### config.mk
export PLATFORM = sky130hd
export DESIGN_NAME = instr_fetch_unit
export DESIGN_NICKNAME = d
export VERILOG_FILES = /design/src/rtl/instr_fetch_unit.sv
export SDC_FILE = /design/constraint.sdc
export NUM_CORES = 1
export LEC_CHECK = 0
export ABC_AREA = 1
export CORE_MARGIN = 5
export CORE_UTILIZATION = 47
export CTS_BUF_LIST = sky130_fd_sc_hd__clkbuf_4 sky130_fd_sc_hd__clkbuf_8
export DETAILED_ROUTE_END_ITERATION = 12
export MAX_ROUTING_LAYER = met4
export PLACE_DENSITY = 0.82
export SLEW_MARGIN = 40
export SYNTH_ARGS = -nofsm -noshare
export SYNTH_HDL_FRONTEND = slang
export SYNTH_SLANG_ARGS = --single-unit
### constraint.sdc
create_clock -name clk -period 3 [get_ports clk]
set_clock_uncertainty 0.05 [all_clocks]
set_input_delay 0.9 -clock clk [delete_from_list [all_inputs] [get_ports clk]]
set_output_delay 0.9 -clock clk [all_outputs]
set_load 0.01 [all_outputs]
### src/rtl/instr_fetch_unit.sv
// rtl/instr_fetch_unit.sv - RV64 fetch stage: PC register, imem req/ready handshake, IR latch
module instr_fetch_unit #(
  parameter logic [63:0] RESET_PC       = 64'h0000_0000_0000_0000,
  parameter int unsigned TIMEOUT_CYCLES = 255
) (
  input  logic        clk,
  input  logic        rst_n,
  input  logic        fetch_en,
  input  logic        pc_write,
  input  logic [63:0] pc_next,
  output logic        imem_req,
  output logic [63:0] imem_addr,
  input  logic [31:0] imem_rdata,
  input  logic        imem_ready,
  output logic [31:0] instruction,
  output logic        ir_valid,
  output logic [63:0] pc,
  output logic [63:0] pc_plus4,
  output logic [63:0] fetched_pc,
  output logic        busy,
  output logic        fault
);

  typedef enum logic {S_IDLE, S_REQ} state_t;

  localparam logic [31:0] TO_LIMIT = TIMEOUT_CYCLES[31:0];
  localparam logic [31:0] NOP      = 32'h0000_0013;

  state_t      r_state;
  state_t      w_state_next;
  logic [63:0] r_pc;
  logic [63:0] r_imem_addr;
  logic        r_imem_req;
  logic [31:0] r_ir;
  logic        r_ir_valid;
  logic [63:0] r_fetched_pc;
  logic        r_fault;
  logic [31:0] r_cnt;
  logic [31:0] w_cnt_inc;
  logic        w_timeout;
  logic        w_start;
  logic        w_accept;

  assign w_cnt_inc = r_cnt + 32'd1;
  // Counter value after this REQ cycle reaching the limit ends the request.
  assign w_timeout = (TO_LIMIT != 32'd0) && (w_cnt_inc == TO_LIMIT);
  assign w_start   = (r_state == S_IDLE) && fetch_en;
  assign w_accept  = (r_state == S_REQ) && imem_ready;

  always_comb begin
    w_state_next = r_state;
    case (r_state)
      S_IDLE: if (fetch_en) w_state_next = S_REQ;
      S_REQ:  if (imem_ready || w_timeout) w_state_next = S_IDLE;
      default: w_state_next = S_IDLE;
    endcase
  end

  always_ff @(posedge clk) begin
    if (!rst_n) r_state <= S_IDLE;
    else        r_state <= w_state_next;
  end

  always_ff @(posedge clk) begin
    if (!rst_n) begin
      r_pc         <= RESET_PC;
      r_imem_addr  <= RESET_PC;
      r_imem_req   <= 1'b0;
      r_ir         <= NOP;
      r_ir_valid   <= 1'b0;
      r_fetched_pc <= RESET_PC;
      r_fault      <= 1'b0;
      r_cnt        <= 32'd0;
    end else begin
      if (w_start) begin
        r_imem_addr <= r_pc;
        r_imem_req  <= 1'b1;
        r_ir_valid  <= 1'b0;
        r_cnt       <= 32'd0;
      end
      if (r_state == S_REQ) begin
        if (imem_ready) begin
          r_ir         <= imem_rdata;
          r_fetched_pc <= r_imem_addr;
          r_ir_valid   <= 1'b1;
          r_imem_req   <= 1'b0;
        end else begin
          r_cnt <= w_cnt_inc;
          if (w_timeout) begin
            r_imem_req <= 1'b0;
            r_fault    <= 1'b1;
          end
        end
      end
      // PC updates are only legal between fetches and must stay word aligned.
      if (pc_write) begin
        if ((r_state == S_IDLE) && (pc_next[1:0] == 2'b00)) r_pc <= pc_next;
        else r_fault <= 1'b1;
      end
    end
  end

  assign imem_req    = r_imem_req;
  assign imem_addr   = r_imem_addr;
  assign instruction = r_ir;
  assign ir_valid    = r_ir_valid;
  assign pc          = r_pc;
  assign pc_plus4    = r_pc + 64'd4;
  assign fetched_pc  = r_fetched_pc;
  assign busy        = (r_state == S_REQ);
  assign fault       = r_fault;

  logic w_unused;
  assign w_unused = w_accept;

endmodule

==> flow_summary.ini, run 1 <==
[yosys]
yosysMostFrequentCell = nor2_1
synthXorXnorAreaFrac_pct = 4.72
seq_area_frac_synth_pct = 45.3
synth_top_area_share_pct = 45.3
synth-compound-area-share_pct = 18.0
synth-simple-area-share_pct = 23.9
syn_inst = 1596
ys_warn_count = 0
netlist_top_cells_count = nor2_1, dfxtp_1, o21ai_0
yosysUniqueCellTypes = 35
muxShareOfSynthArea_pct = 0
synthesis.nets = 1700
synth_top_family_by_area = simple AND/OR/NAND/NOR gates
synth.area.top_cells = dfxtp_1, o21ai_0, nor2_1
ys.flop_type = dfxtp_1
syn_area_mm2 = 0.0115
synth_adder_area_share_pct = 0.327
ys_seq_elements = 260
synth_top_area_cell = dfxtp_1
synth_edf_count = 0
avgSynthCellArea_um2 = 7.20
ys_async_sr_fraction_pct = 0

[timing]
fmax_mhz = 286
fin_crit_ps = 3500
maxSlewHeadroom_pct = 38.5
hold_violations = 0
setup_viol = 52
setup_ws_ps = -503
rsz0062_at_grt = yes
whs_ps = 425
fin_crit_sh_pct = 117
finalSetupTns_ps = -14340
tightest_slew_ps = 922
slew_violations = 0

[setup_path]
cp_max_fo = 4
cp-end-kind = primary output
critPathSlowestCell = dfxtp_2
path_cells = buf_6 -> inv_4 -> nor3_4 -> nand2_4 -> nor2_8 -> nand3_4 -> nor3_4 -> buf_12 -> nand2_4 -> nor2_4 -> nand2_2 -> xor2_1 -> buf_2
r2r_slack_ps = 630
cp-startpoint = pc[2]
r2r-start = r_cnt[1]
critPathKind = flop to primary output
start_kind = flop
arrival_ps = 2550
slowest_delay_ps = 360
crit_family = simple AND/OR/NAND/NOR gates
timing.rr.end = fault
rr_worst_depth = 13
crit_buf_inv = 4
cp.required_ps = 2050

[drt]
antenna_left = 0
avgRoutedWirePerCell_um = 19.2
vias = 13500
wirelength_mm = 48.0
drt-initial-drc-count = 1233
detail_route.vias_per_cell = 5.39
dr.pass1.iters = 7
drc = 0

[min_path]
hold_path.class = flop to flop
hold_start = instruction[0]
holdPathEnd = instruction[0]
hold_depth = 2

[floorplanning]
io_pins = 393
start_util_pct = 47.5
design.die.area_mm2 = 0.0277
die_w_um = 166
die_y_um = 166
core_mm2 = 0.0242
rows = 57

[run]
cap_violations = 0

[power_and_ir_drop]
leakage_nw = 7.74
totalPowerFinal_mw = 8.56
vdd_drop_max_uv = 337
p_per_area_mw_per_mm2 = 465

[outcome]
violations = setup timing
status = finished with violations

[layout]
fillers = 1722
seq_area_mm2 = 0.00526
syn2layout_area_growth_pct = 60.1
final_nets = 2246
multi_input_area_mm2 = 0.00595
layout-drive-gt1-share_pct = 21.7

[cts]
numCtsBuffers = 44
cts_tree = built
clkSinkCount = 260
cts_root_buf = clkbuf_8
clockBufferDepth = 3
clkTransAtPathRegs_ps = 60
clk-insertion-delay-late_ps = 540
cts_max_level = 2

[grt]
grt-ovfl-total = 0
grt_pass1_vias = 12700
antenna_found_initial = 1
track_usage_pct = 31.9
grt_pass1_wl_mm = 69.8
grt_max_degree = 226

[placement]
gp_congestion = 0.948
post-place-ws_ps = -461
port_buffers = 392
hpwl_mm = 33.5
-- worst max-delay path by stage --
stage / slack [ps] / endpoint / depth (start not counted)
2_1_floorplan: 110 / pc_plus4[48] / 10
3_3_place_gp: -340 / pc_plus4[50] / 10
3_5_place_dp: -460 / pc_plus4[50] / 10
4_1_cts: -580 / pc_plus4[52] / 11
5_1_grt: -630 / pc_plus4[60] / 11
6_report: -500 / pc_plus4[63] / 13
-- placed cells by master (no fill, tap or decap), types with 9 or more instances in the layout --
| master | instances |
|---|---|
| clkbuf_8 | 58 |
| nand3_1 | 34 |
| o21ai_0 | 247 |
| nand2_1 | 178 |
| buf_2 | 48 |
| clkbuf_4 | 12 |
| nand4_1 | 20 |
| a21oi_1 | 150 |
| dfxtp_4 | 9 |
| dfxtp_1 | 236 |
| nor2_1 | 269 |
| o211ai_1 | 10 |
| buf_4 | 163 |
| nor3_1 | 17 |
| nand2_4 | 14 |
| nand2_2 | 22 |
| dfxtp_2 | 15 |
| clkdlybuf4s50_1 | 332 |
| nor3_4 | 12 |
| inv_1 | 142 |
| buf_6 | 28 |
| xor2_1 | 54 |
| nor2_2 | 10 |
| nor2_4 | 20 |
-- metal layers --
| metal | vias to the layer above | track usage, % | wire, µm |
|---|---|---|---|
| li1 | 6279 | - | - |
| met3 | 173 | 7.69 | 4090 |
| met1 | 6279 | 37.0 | 18400 |
| met4 | 0 | 15.7 | 2440 |
| met5 | - | - | 0 |
| met2 | 727 | 51.9 | 23000 |
-- state kept, by name (all words and copies together) (netlist names) --
register,cells
r_cnt,32
fetched_pc,64
pc,64
imem_req,1
imem_addr,64
ir_valid,1
busy,1
instruction,32
fault,1
-- per-stage QoR --
stage                     util [%]  std cells  cell area (µm²)
after floorplan                  -       1596            11500
after global placement        69.6       2393            16800
after detailed placement      69.6       2393            16800
after CTS                     74.1       2483            17900
after global routing          76.1       2497            18400
final                         76.1       2497            18400
-- where the power goes --
| group | internal (mW) | switching (mW) | leakage (nW) | total (mW) |
|---|---|---|---|---|
| logic | 0.691 | 0.714 | 5.12 | 1.41 |
| registers | 3.65 | 0.158 | 2.14 | 3.81 |
| clock network | 1.87 | 1.47 | 0.484 | 3.34 |
-- worst min-delay path, stage by stage (launching register included) --
cell and delay (ps):
dfxtp_1 330, nand2_1 50, nand3_1 70
-- repair_timing --
| item | 4_1_cts | 5_1_grt |
|---|---|---|
| cloned | 0 | 0 |
| hold buffers | 0 | 0 |
| setup buffers | 14 | 21 |
| pin swaps | 39 | 61 |
| setup endpoints to repair | 59 | 59 |
| resized for setup | 282 | 148 |
-- area by class of cell --
cell class / instances / area share [%]
Clock inverter: 6 / 0.204
Tap cell: 324 / 2.20
Multi-Input combinational cell: 1102 / 32.4
Timing Repair Buffer: 582 / 28.6
Clock buffer: 70 / 4.83
Inverter: 152 / 3.17
Antenna cell: 1 / 0.0136
Sequential cell: 260 / 28.6
-- cells by family (layout without fill, tap and decap cells) --
logic type,Yosys count,after routing
other cells,0,1
xor+xnor,62,62
buf+inv,234,810
fa+ha+maj,3,3
simple gates,628,628
compound gates,409,409
flops,260,260
No activity file was read; power rests on OpenSTA's default activity.
==> inputs of run 2 (changes only) <==
SETUP_SLACK_MARGIN = 0.02   (was not set)
TNS_END_PERCENT = 50   (was not set)
==> flow_summary.ini, run 2 (synthesized netlist as in run 1, its figures left out) <==
[cts]
cts_root_buf = clkbuf_8
cts_tree = built
holdBufCountCts = 0
cts_max_level = 2
clk-insertion-delay-late_ps = 540
clkTransAtPathRegs_ps = 60
clkSinkCount = 260
clockBufferDepth = 3
numCtsBuffers = 44

[drt]
vias = 13100
drc = 0
drt-initial-drc-count = 1086
avgRoutedWirePerCell_um = 18.4
wirelength_mm = 45.8
detail_route.vias_per_cell = 5.26
dr.pass1.iters = 6
antenna_left = 0

[floorplanning]
die_w_um = 166
start_util_pct = 47.5
io_pins = 393
die_y_um = 166
core_mm2 = 0.0242
rows = 57
design.die.area_mm2 = 0.0277

[timing]
maxSlewHeadroom_pct = 41.7
fin_crit_sh_pct = 116
rsz0062_at_grt = yes
tightest_slew_ps = 874
setup_viol = 49
fin_crit_ps = 3470
whs_ps = 425
fmax_mhz = 288
setup_ws_ps = -469
slew_violations = 0
hold_violations = 0

[min_path]
hold_path.class = flop to flop
holdPathEnd = instruction[0]
hold_start = instruction[0]
hold_depth = 2

[power_and_ir_drop]
vdd_drop_max_uv = 337
totalPowerFinal_mw = 8.51
leakage_nw = 7.52
p_per_area_mw_per_mm2 = 471

[setup_path]
arrival_ps = 2520
cp-end-kind = primary output
crit_family = simple AND/OR/NAND/NOR gates
rr_worst_depth = 13
critPathKind = flop to primary output
r2r-start = r_cnt[1]
start_kind = flop
timing.rr.end = fault
crit_buf_inv = 4
cp_max_fo = 4
critPathSlowestCell = dfxtp_2
r2r_slack_ps = 640
cp.required_ps = 2050
slowest_delay_ps = 340
path_cells = buf_6 -> inv_4 -> nor3_4 -> nand2_4 -> nor2_8 -> nand3_4 -> nor3_4 -> buf_12 -> nand2_4 -> nor2_4 -> nand2_2 -> xor2_1 -> buf_2

[layout]
multi_input_area_mm2 = 0.00577
fillers = 1789
layout_common_cells = clkdlybuf4s50_1, nor2_1, o21ai_0
final_common_cell = clkdlybuf4s50_1
layout-drive-gt1-share_pct = 19.6
finish.utilization_pct = 74.8
seq_area_mm2 = 0.00524
final_nets = 2238
syn2layout_area_growth_pct = 57.3

[placement]
gp_congestion = 0.948
hpwl_mm = 33.5
port_buffers = 392

[grt]
grt_pass1_wl_mm = 69.4
track_usage_pct = 31.7
grt_pass1_vias = 12500
antenna_found_initial = 2
grt-ovfl-total = 0
grt_max_degree = 226

[outcome]
status = finished with violations
violations = setup timing

[run]
cap_violations = 0
-- run 2: cell types whose count changed in the layout (fill, tap and decap cells not counted), sizes merged --
cell / before / now
dlymetal6s2s: 0 / 1
buf: 246 / 235
clkdlybuf4s50: 332 / 331
diode: 1 / 2
clkdlybuf4s15: 1 / 3
clkbuf: 73 / 74
-- run 2: tightest hold or removal path: stages, from the launching register on --
cell and delay, ps:
dfxtp_1 330, nand2_1 50, nand3_1 60
-- run 2: per-stage QoR --
| step | worst slack [ps] | instance area (µm²) | instances | TNS (ps) |
|---|---|---|---|---|
| 6_report | -469 | 18100 | 2490 | -13130 |
| 5_1_grt | -598 | 18100 | 2490 | -19640 |
| 2_1_floorplan | 110 | 11500 | 1596 | 0 |
| 4_1_cts | -585 | 17800 | 2478 | -18050 |
| 3_3_place_gp | -338 | 16800 | 2393 | -6680 |
| 3_5_place_dp | -461 | 16800 | 2393 | -8830 |
-- run 2: cell type report --
| type | instances | area share [%] |
|---|---|---|
| Clock inverter | 6 | 0.208 |
| Antenna cell | 2 | 0.0277 |
| Clock buffer | 70 | 4.91 |
| Tap cell | 324 | 2.24 |
| Multi-Input combinational cell | 1102 | 31.9 |
| Inverter | 152 | 3.20 |
| Sequential cell | 260 | 29.0 |
| Timing Repair Buffer | 574 | 28.5 |
-- run 2: timing repair --
action | 4_1_cts | 5_1_grt
pin swaps | 29 | 36
setup endpoints to repair | 59 | 58
setup buffers | 9 | 10
gates cloned | 0 | 0
resized for setup | 252 | 90
-- run 2: report_power, final --
group / leakage [nW] / internal, mW / switching (mW)
sequential: 2.14 / 3.66 / 0.152
combinational: 4.90 / 0.687 / 0.697
clock: 0.484 / 1.87 / 1.45
total: 7.52 / 6.21 / 2.30
-- run 2: worst max-delay path by stage --
stage                   end  startpoint  slack [ps]  cells after the start
6_report       pc_plus4[63]       pc[2]        -470                     13
4_1_cts        pc_plus4[63]       pc[3]        -590                     13
3_3_place_gp   pc_plus4[50]       pc[2]        -340                     10
5_1_grt        pc_plus4[63]       pc[2]        -600                     13
3_5_place_dp   pc_plus4[50]       pc[3]        -460                     10
2_1_floorplan  pc_plus4[48]       pc[2]         110                     10
-- run 2: per-layer routing --
layer | up-vias | track usage [%] | part of all wire, %
met1 | 6092 | 36.8 | 39
met3 | 145 | 7.81 | 8.1
li1 | 6263 | - | -
met4 | 0 | 14.9 | 4.8
met2 | 597 | 51.6 | 48
met5 | - | - | 0
==> inputs of run 3 (changes only) <==
ABC_AREA = not set   (was 1)
==> flow_summary.ini, run 3 <==
[outcome]
status = finished with violations
violations = setup timing

[placement]
dp_cells = 2177
gp_congestion = 0.909
postPlaceCellArea_mm2 = 0.0165
hpwl_mm = 31.4
post-place-ws_ps = -518
port_buffers = 392

[timing]
fin_crit_ps = 3610
hold_violations = 0
setup_viol = 46
rsz0062_at_grt = yes
whs_ps = 409
setup_ws_ps = -610
tightest_slew_ps = 564
maxSlewHeadroom_pct = 62.1
fmax_mhz = 277
slew_violations = 0
fin_crit_sh_pct = 120

[floorplanning]
die_w_um = 168
die_y_um = 168
start_util_pct = 48.0
core_mm2 = 0.0244
design.die.area_mm2 = 0.0281
io_pins = 393
rows = 57

[setup_path]
start_kind = flop
critPathKind = flop to primary output
r2r_slack_ps = 330
rr_worst_depth = 8
arrival_ps = 2660
cp-end-kind = primary output
critPathSlowestCell = dfxtp_2
r2r-start = r_cnt[0]
cp_max_fo = 6
slowest_delay_ps = 330
path_cells = and4_4 -> nand4_1 -> buf_4 -> nor4_4 -> nand2_2 -> nor2_4 -> buf_6 -> nand3_2 -> xnor2_1 -> buf_2
timing.rr.end = fault
cp.required_ps = 2050

[power_and_ir_drop]
totalPowerFinal_mw = 7.64
p_switching_mw = 1.82
p_per_area_mw_per_mm2 = 428
leakage_nw = 6.67
switching_share_pct = 23.9
p_comb_share_pct = 10.2
internal_power_mw = 5.81
seq_power_share_pct = 46.6
clkPwrFrac_pct = 43.2
vdd_drop_max_uv = 330

[drt]
antenna_left = 0
avgRoutedWirePerCell_um = 19.2
dr.pass1.iters = 5
drt-initial-drc-count = 923
detail_route.vias_per_cell = 5.33
vias = 12200
wirelength_mm = 43.8
drc = 0

[grt]
antenna_found_initial = 4
track_usage_pct = 29.5
grt_pass1_vias = 11500
grt_pass1_wl_mm = 65.7
grt_max_degree = 73
grt-ovfl-total = 0

[yosys]
avgSynthCellArea_um2 = 8.08
synth.area.top_cells = dfxtp_1, nand2_1, a21boi_0
syn_inst = 1447
ys_async_sr_fraction_pct = 0
yosysUniqueCellTypes = 60
ys_seq_elements = 260
synthesis.nets = 1551
synth_edf_count = 0
syn_area_mm2 = 0.0117
seq_area_frac_synth_pct = 44.5
yosysMostFrequentCell = nand2_1
synth_top_area_cell = dfxtp_1
netlist_top_cells_count = nand2_1, dfxtp_1, a21boi_0
synth_top_area_share_pct = 44.5
ys.flop_type = dfxtp_1
ys_warn_count = 0

[cts]
cts_root_buf = clkbuf_8
clockBufferDepth = 3
clk-insertion-delay-late_ps = 520
clkTransAtPathRegs_ps = 60
numCtsBuffers = 44
cts_max_level = 2
cts_tree = built
clkSinkCount = 260

[layout]
final_nets = 2027
stdcell_count = 2285
syn2layout_area_growth_pct = 52.5
final_common_cell = nand2_1
fin_area_mm2 = 0.0178
layout_common_cells = nand2_1, clkdlybuf4s50_1, dfxtp_1
layout-drive-gt1-share_pct = 18.6

[min_path]
holdPathEnd = fetched_pc[24]
hold_path.class = flop to flop
hold_depth = 2
hold_start = fetched_pc[24]

[run]
cap_violations = 0
-- run 3: cell types whose count changed in the layout (fill, tap and decap cells not counted), sizes merged, moves of 18 or more --
cell	delta
a21boi	+219
a21oi	-147
buf	-49
inv	-139
nand2	+283
nor2	-227
nor3	-19
o21ai	-240
xnor2	+53
xor2	-18
-- run 3: through the flow --
step,TNS (ps),util (%)
2_1_floorplan,-13.5,-
3_3_place_gp,-11030,67.6
3_5_place_dp,-13230,67.6
4_1_cts,-15150,72.1
5_1_grt,-22300,73.2
6_report,-15600,73.2
-- run 3: critical path, delay by kind of cell (launching register included) --
kind	cells	cell delay, ps
xor gates and xnor gates	1	170
buffers and inverters	3	500
DFF	1	330
and+or+nand+nor	6	1120
-- run 3: layout make-up --
type | count | area [µm²]
Antenna cell | 5 | 12.5
Clock buffer | 70 | 863
Clock inverter | 9 | 70.1
Fill cell | 1777 | 6550
Inverter | 10 | 40.0
Multi-Input combinational cell | 1078 | 6320
Sequential cell | 260 | 5230
Tap cell | 324 | 405
Timing Repair Buffer | 529 | 4900
-- run 3: cell families after synthesis --
kind of cell | synth area share, %
fa+ha+maj | 0.321
compound gates | 15.8
simple gates | 27.0
buf+inv | 4.87
mux | 0.257
flops | 44.5
xor+xnor | 7.26
-- run 3: power groups by stage --
stage	Clock, mW	Combinational (mW)	Sequential, mW
after floorplan	0	0.264	3.67
after global placement	0	0.778	3.63
after detailed placement	0	0.786	3.63
after CTS	3.35	0.775	3.56
after global routing	3.53	0.827	3.56
final	3.30	0.781	3.56
-- run 3: worst max path at each step --
stage | cells past startpoint | end | slack, ps | start
after floorplan | 7 | pc_plus4[39] | -7 | pc[29]
after detailed placement | 8 | pc_plus4[61] | -520 | pc[13]
after global routing | 10 | pc_plus4[58] | -730 | pc[22]
after CTS | 10 | pc_plus4[56] | -610 | pc[22]
final | 10 | pc_plus4[58] | -610 | pc[22]
after global placement | 9 | pc_plus4[62] | -450 | pc[15]
-- run 3: routing by layer --
metal	GRT usage [%]	routed length (µm)
met2	51.2	22100
met5	-	0
met4	12.9	2200
met3	4.99	2740
met1	33.6	16800
-- run 3: timing repair --
action / CTS / global route
endpoints found under the hold margin: 0 / 0
gates resized for setup: 291 / 55
pin swaps: 29 / 26
setup buffers: 11 / 15
endpoints found under the setup margin: 58 / 57
hold buffers: 0 / 0
